`src/rtl/sbus_clock_reset_sequencer.sv`:
```
// rtl/sbus_clock_reset_sequencer.sv - staggered bring-up and software reset pulses for the sbus clock group
module sbus_clock_reset_sequencer #(
  parameter int N_MEMBERS         = 4,
  parameter int RESET_HOLD_CYCLES = 16,
  parameter int STAGGER_CYCLES    = 4,
  parameter int CNT_W             = 8
) (
  input  logic                 clock,
  input  logic                 reset,
  output logic [N_MEMBERS-1:0] out_member_clock_en,
  output logic [N_MEMBERS-1:0] out_member_reset,
  output logic                 all_up,
  input  logic                 sw_reset_req_valid,
  input  logic [N_MEMBERS-1:0] sw_reset_req_mask,
  output logic                 sw_reset_req_ready,
  output logic                 sw_reset_done
);

  localparam int IDX_W = (N_MEMBERS > 1) ? $clog2(N_MEMBERS) : 1;

  // Counters compare against "last" values so each phase spends exactly its cycle count.
  localparam logic [CNT_W-1:0]     HOLD_LAST    = CNT_W'(RESET_HOLD_CYCLES - 1);
  localparam logic [CNT_W-1:0]     STAGGER_LAST = CNT_W'(STAGGER_CYCLES - 1);
  localparam logic [CNT_W-1:0]     QUIESCE_LAST = CNT_W'(1);
  localparam logic [IDX_W-1:0]     IDX_LAST     = IDX_W'(N_MEMBERS - 1);
  localparam logic [N_MEMBERS-1:0] ALL_ONES     = '1;
  localparam logic [N_MEMBERS-1:0] MEMBER0      = N_MEMBERS'(1);

  typedef enum logic [2:0] {
    S_HOLD,
    S_RELEASE,
    S_RUN,
    S_QUIESCE,
    S_SWRESET
  } state_t;

  state_t                 state_q;
  logic [CNT_W-1:0]       cnt_q;
  logic [IDX_W-1:0]       idx_q;
  logic [N_MEMBERS-1:0]   mask_q;
  logic [N_MEMBERS-1:0]   clk_en_q;
  logic [N_MEMBERS-1:0]   rst_q;
  logic                   all_up_q;
  logic                   ready_q;
  logic                   done_q;

  logic [IDX_W-1:0]       idx_d;
  logic [N_MEMBERS-1:0]   release_bit_d;

  // Next member to release during bring-up and its one-hot position.
  assign idx_d         = idx_q + IDX_W'(1);
  assign release_bit_d = MEMBER0 << idx_d;

  assign out_member_clock_en = clk_en_q;
  assign out_member_reset    = rst_q;
  assign all_up              = all_up_q;
  assign sw_reset_req_ready  = ready_q;
  assign sw_reset_done       = done_q;

  // Sequencer FSM: every output is a register updated here.
  always_ff @(posedge clock) begin
    if (reset) begin
      state_q  <= S_HOLD;
      cnt_q    <= '0;
      idx_q    <= '0;
      mask_q   <= '0;
      clk_en_q <= ALL_ONES;
      rst_q    <= ALL_ONES;
      all_up_q <= 1'b0;
      ready_q  <= 1'b0;
      done_q   <= 1'b0;
    end else begin
      done_q <= 1'b0;
      case (state_q)
        S_HOLD: begin
          if (cnt_q == HOLD_LAST) begin
            state_q <= S_RELEASE;
            rst_q   <= rst_q & ~MEMBER0;
            idx_q   <= '0;
            cnt_q   <= '0;
          end else begin
            cnt_q <= cnt_q + CNT_W'(1);
          end
        end
        S_RELEASE: begin
          // One extra cycle after the last release before declaring the group up.
          if (idx_q == IDX_LAST) begin
            state_q  <= S_RUN;
            all_up_q <= 1'b1;
            ready_q  <= 1'b1;
            cnt_q    <= '0;
          end else if (cnt_q == STAGGER_LAST) begin
            rst_q <= rst_q & ~release_bit_d;
            idx_q <= idx_d;
            cnt_q <= '0;
          end else begin
            cnt_q <= cnt_q + CNT_W'(1);
          end
        end
        S_RUN: begin
          if (sw_reset_req_valid && ready_q) begin
            mask_q <= sw_reset_req_mask;
            if (sw_reset_req_mask != '0) begin
              state_q  <= S_QUIESCE;
              clk_en_q <= clk_en_q & ~sw_reset_req_mask;
              rst_q    <= rst_q | sw_reset_req_mask;
              all_up_q <= 1'b0;
              ready_q  <= 1'b0;
              cnt_q    <= '0;
            end else begin
              // Empty mask: nothing to reset, just acknowledge.
              done_q <= 1'b1;
            end
          end
        end
        S_QUIESCE: begin
          if (cnt_q == QUIESCE_LAST) begin
            state_q  <= S_SWRESET;
            clk_en_q <= clk_en_q | mask_q;
            cnt_q    <= '0;
          end else begin
            cnt_q <= cnt_q + CNT_W'(1);
          end
        end
        S_SWRESET: begin
          if (cnt_q == HOLD_LAST) begin
            state_q  <= S_RUN;
            rst_q    <= rst_q & ~mask_q;
            all_up_q <= 1'b1;
            ready_q  <= 1'b1;
            done_q   <= 1'b1;
            cnt_q    <= '0;
          end else begin
            cnt_q <= cnt_q + CNT_W'(1);
          end
        end
        default: begin
          state_q <= S_HOLD;
          cnt_q   <= '0;
        end
      endcase
    end
  end

endmodule

```
`config.mk`:
```
export PLATFORM = sky130hd
export DESIGN_NAME = sbus_clock_reset_sequencer
export DESIGN_NICKNAME = d
export VERILOG_FILES = /design/src/rtl/sbus_clock_reset_sequencer.sv
export SDC_FILE = /design/constraint.sdc
export NUM_CORES = 1
export LEC_CHECK = 0
export CAP_MARGIN = 5
export CORE_MARGIN = 4
export CORE_UTILIZATION = 40
export CTS_BUF_LIST = sky130_fd_sc_hd__clkbuf_4
export CTS_CLUSTER_SIZE = 8
export DETAILED_ROUTE_END_ITERATION = 16
export HOLD_SLACK_MARGIN = 0.03
export PLACE_DENSITY_LB_ADDON = 0.25
export SLEW_MARGIN = 25
export SYNTH_ARGS = -nofsm -noshare
export SYNTH_HDL_FRONTEND = slang
export SYNTH_SLANG_ARGS = --single-unit
```
`constraint.sdc`:
```
create_clock -name clock -period 1.9 [get_ports clock]
set_input_delay 0.475 -clock clock [delete_from_list [all_inputs] [get_ports clock]]
set_output_delay 0.475 -clock clock [all_outputs]
set_load 0.01 [all_outputs]
```
==> out/qor.yml <==
cts-root-buf: "clkbuf_4"
area_growth_pct: 30.9
cts_inserted_buffers: 3
ant_nets: 0
die-area_um2: 4760
initial_core_util_pct: 42.9
h-tree-depth: 1
cpMostUsedCell: "a221o_1"
hold_class: "flop to flop"
critPathMaxStageDelay_ns: 0.41
n_fill_cell: 328
wl_per_cell_um: 14.3
antenna_cells: 0
place_area_um2: 1830
final_core_util_pct: 56.1
nets: 227
dpl.hpwl_um: 2740
critPathRequiredTime_ns: 2.14
die_x_um: 69.0
cts_buffer_depth: 2
grt_first_pass_wirelength_um: 6200
cts.hold.buffers_added: 0
io_pins: 18
place.port_buffers: 17
drtIter0Drc: 48
tightest_slew_ns: 0.466
synth_cells: 174
ys_async_sr_fraction_pct: 0
fin_tns_setup_ns: 0
status: "finished clean"
wl_um: 3700
startpoint_type: "flop"
crit_chain: "nor4_4, buf_4, nand4_1, a221o_1, a221o_1"
maxCapViolations: 0
finalPower_mw: 1.06
grt_max_degree: 17
endpoint_kind: "flop"
fmax_ghz: 0.554
drtPass1Iterations: 4
synth_ff_type: "dfxtp_1"
seq_area_frac_synth_pct: 36.4
yosys_warnings: 0
slew_viol_final: 0
ir_worst_vdd_v: 0.000272
place_congestion: 0.823
drive_gt1_share_pct: 23.0
die_y_um: 69.0
first_global_vias: 1402
finalHoldViolCount: 0
via_count: 1451
arrival_ns: 2.04
track_usage_pct: 17.1
synth-edff-count: 0
clk-insertion-delay-late_ns: 0.33
fin_crit_sh_pct: 95.0
cts_tree: "done"
finalClockSkew_ns: 0.00647
setup_viol: 0
cts.sinks: 27
ys_seq_elements: 27
grt-ovfl-total: 0
p_leak_nw: 0.718
rows: 21
avgViaCountPerCell: 5.60
antenna_found_initial: 0
fin_crit_ns: 1.80
power_density_nw_per_um2: 547
synth.distinct_cells: 43
syn-num-nets: 187
clkTransAtPathRegs_ns: 0.15
core_um2: 3470
avgSynthCellArea_um2: 8.54
slowest_stage: "dfxtp_1"
final_area_um2: 1950
remaining_drc_errors: 0
critPathKind: "flop to flop"
crit_path_max_fanout: 6
syn-cell-area_um2: 1490
slew_headroom_pct: 68.9
==> state kept, by name (all words and copies together), names as in the netlist <==
name and count:
sw_reset_done 1, out_member_clock_en 4, mask_q 4, sw_reset_req_ready 1, state_q 3, idx_q 2, cnt_q 8, out_member_reset 4
==> metal layers <==
| metal | global-route usage [%] | share of wire [%] | up-vias | wire length [um] |
|---|---|---|---|---|
| met2 | 30.8 | 49 | 29 | 1820 |
| li1 | - | - | 729 | - |
| met3 | 2.11 | 3.1 | 9 | 114 |
| met5 | 0 | 0 | - | 0 |
| met1 | 20.2 | 46 | 684 | 1700 |
| met4 | 7.06 | 1.8 | 0 | 68 |
==> cell usage in the layout (no fill, tap or decap), types with 3 or more instances in the layout <==
cell type | netlist | layout
ha_1 | 6 | 6
a221oi_1 | 8 | 5
a221oi_2 | 0 | 3
a21oi_1 | 17 | 17
buf_4 | 3 | 28
clkbuf_4 | 0 | 3
clkdlybuf4s50_1 | 0 | 12
nand2_1 | 22 | 21
o31ai_1 | 3 | 3
dlymetal6s2s_1 | 0 | 5
inv_1 | 6 | 6
dfxtp_1 | 27 | 27
nor2_1 | 6 | 5
nand3_1 | 11 | 11
nor3_1 | 3 | 3
nand4_1 | 7 | 7
o21ai_0 | 7 | 7
==> Yosys cell counts, types with 2 or more instances <==
library cell / number / area, um2
ha_1: 6 / 75.1
and2_1: 2 / 12.5
buf_6: 4 / 45.0
o21bai_1: 2 / 15.0
nand3_1: 11 / 55.1
o21a_1: 2 / 15.0
buf_4: 3 / 22.5
dfxtp_1: 27 / 541
and3_1: 2 / 12.5
nand4b_1: 2 / 17.5
nand4_1: 7 / 43.8
o31ai_1: 3 / 22.5
nor4_1: 2 / 12.5
clkbuf_1: 4 / 15.0
a21oi_1: 17 / 85.1
or4_1: 3 / 22.5
nand2b_1: 2 / 12.5
inv_1: 6 / 22.5
o21ai_0: 7 / 35.0
a221oi_1: 8 / 70.1
a221o_1: 2 / 20.0
nor2_1: 6 / 22.5
or2_2: 2 / 12.5
nand2_1: 22 / 82.6
a21boi_0: 2 / 15.0
nor3_1: 3 / 15.0
==> cell type report <==
type	instances	area, um2	area share, %
Multi-Input combinational cell	130	882	45.3
Inverter	6	22.5	1.16
Clock inverter	1	7.51	0.386
Sequential cell	27	541	27.8
Tap cell	46	57.6	2.96
Timing Repair Buffer	46	413	21.2
Clock buffer	3	22.5	1.16
==> report_power, final <==
part	internal [mW]	switching [mW]	total (mW)
Clock	0.0805	0.173	0.254
Sequential	0.584	0.0140	0.598
Combinational	0.100	0.112	0.213
==> cells by family (layout without fill, tap and decap cells) <==
logic type	after synthesis	after routing	share of synthesized area [%]
compound gates	49	49	22.4
simple gates	73	73	27.9
fa+ha+maj	6	6	5.05
mux	1	1	0.673
buf+inv	17	56	7.07
xor+xnor	1	1	0.589
flops	27	27	36.4
==> metrics by stage <==
| stage | hold WS (ns) | std cells | setup WS [ns] |
|---|---|---|---|
| after floorplan | 0.449 | 174 | 0.133 |
| after global placement | 0.452 | 251 | -0.411 |
| after detailed placement | 0.457 | 251 | -0.486 |
| after CTS | 0.493 | 258 | -0.0156 |
| after global routing | 0.524 | 259 | -0.0541 |
| final | 0.484 | 259 | 0.0953 |
==> repair_timing <==
action / in CTS / in global routing
endpoints found under the hold margin: 0 / 0
pin swaps: 5 / 2
setup buffers: 3 / 1
endpoints found under the setup margin: 6 / 9
resized for setup: 5 / 9
==> critical path: cells and delay by family, from the launching register on <==
| kind | cells | cell delay [ns] |
|---|---|---|
| AOI/OAI and AO/OA | 2 | 0.61 |
| buffers and inverters | 1 | 0.21 |
| DFF | 1 | 0.41 |
| and+or+nand+nor | 2 | 0.49 |
==> worst paths after layout <==
check / to / startpoint / slack (ns) / cells after the start
max reg2reg: out_member_reset[2]$_SDFFE_PP1P_ / cnt_q[4]$_SDFFE_PP0P_ / 0.1 / 5
max: out_member_reset[2]$_SDFFE_PP1P_ / cnt_q[4]$_SDFFE_PP0P_ / 0.1 / 5
min: out_member_clock_en[1]$_SDFFE_PP1P_ / out_member_clock_en[1]$_SDFFE_PP1P_ / 0.48 / 2
min reg2reg: out_member_clock_en[1]$_SDFFE_PP1P_ / out_member_clock_en[1]$_SDFFE_PP1P_ / 0.48 / 2
Note: power is estimated with default switching activity, not from simulation.
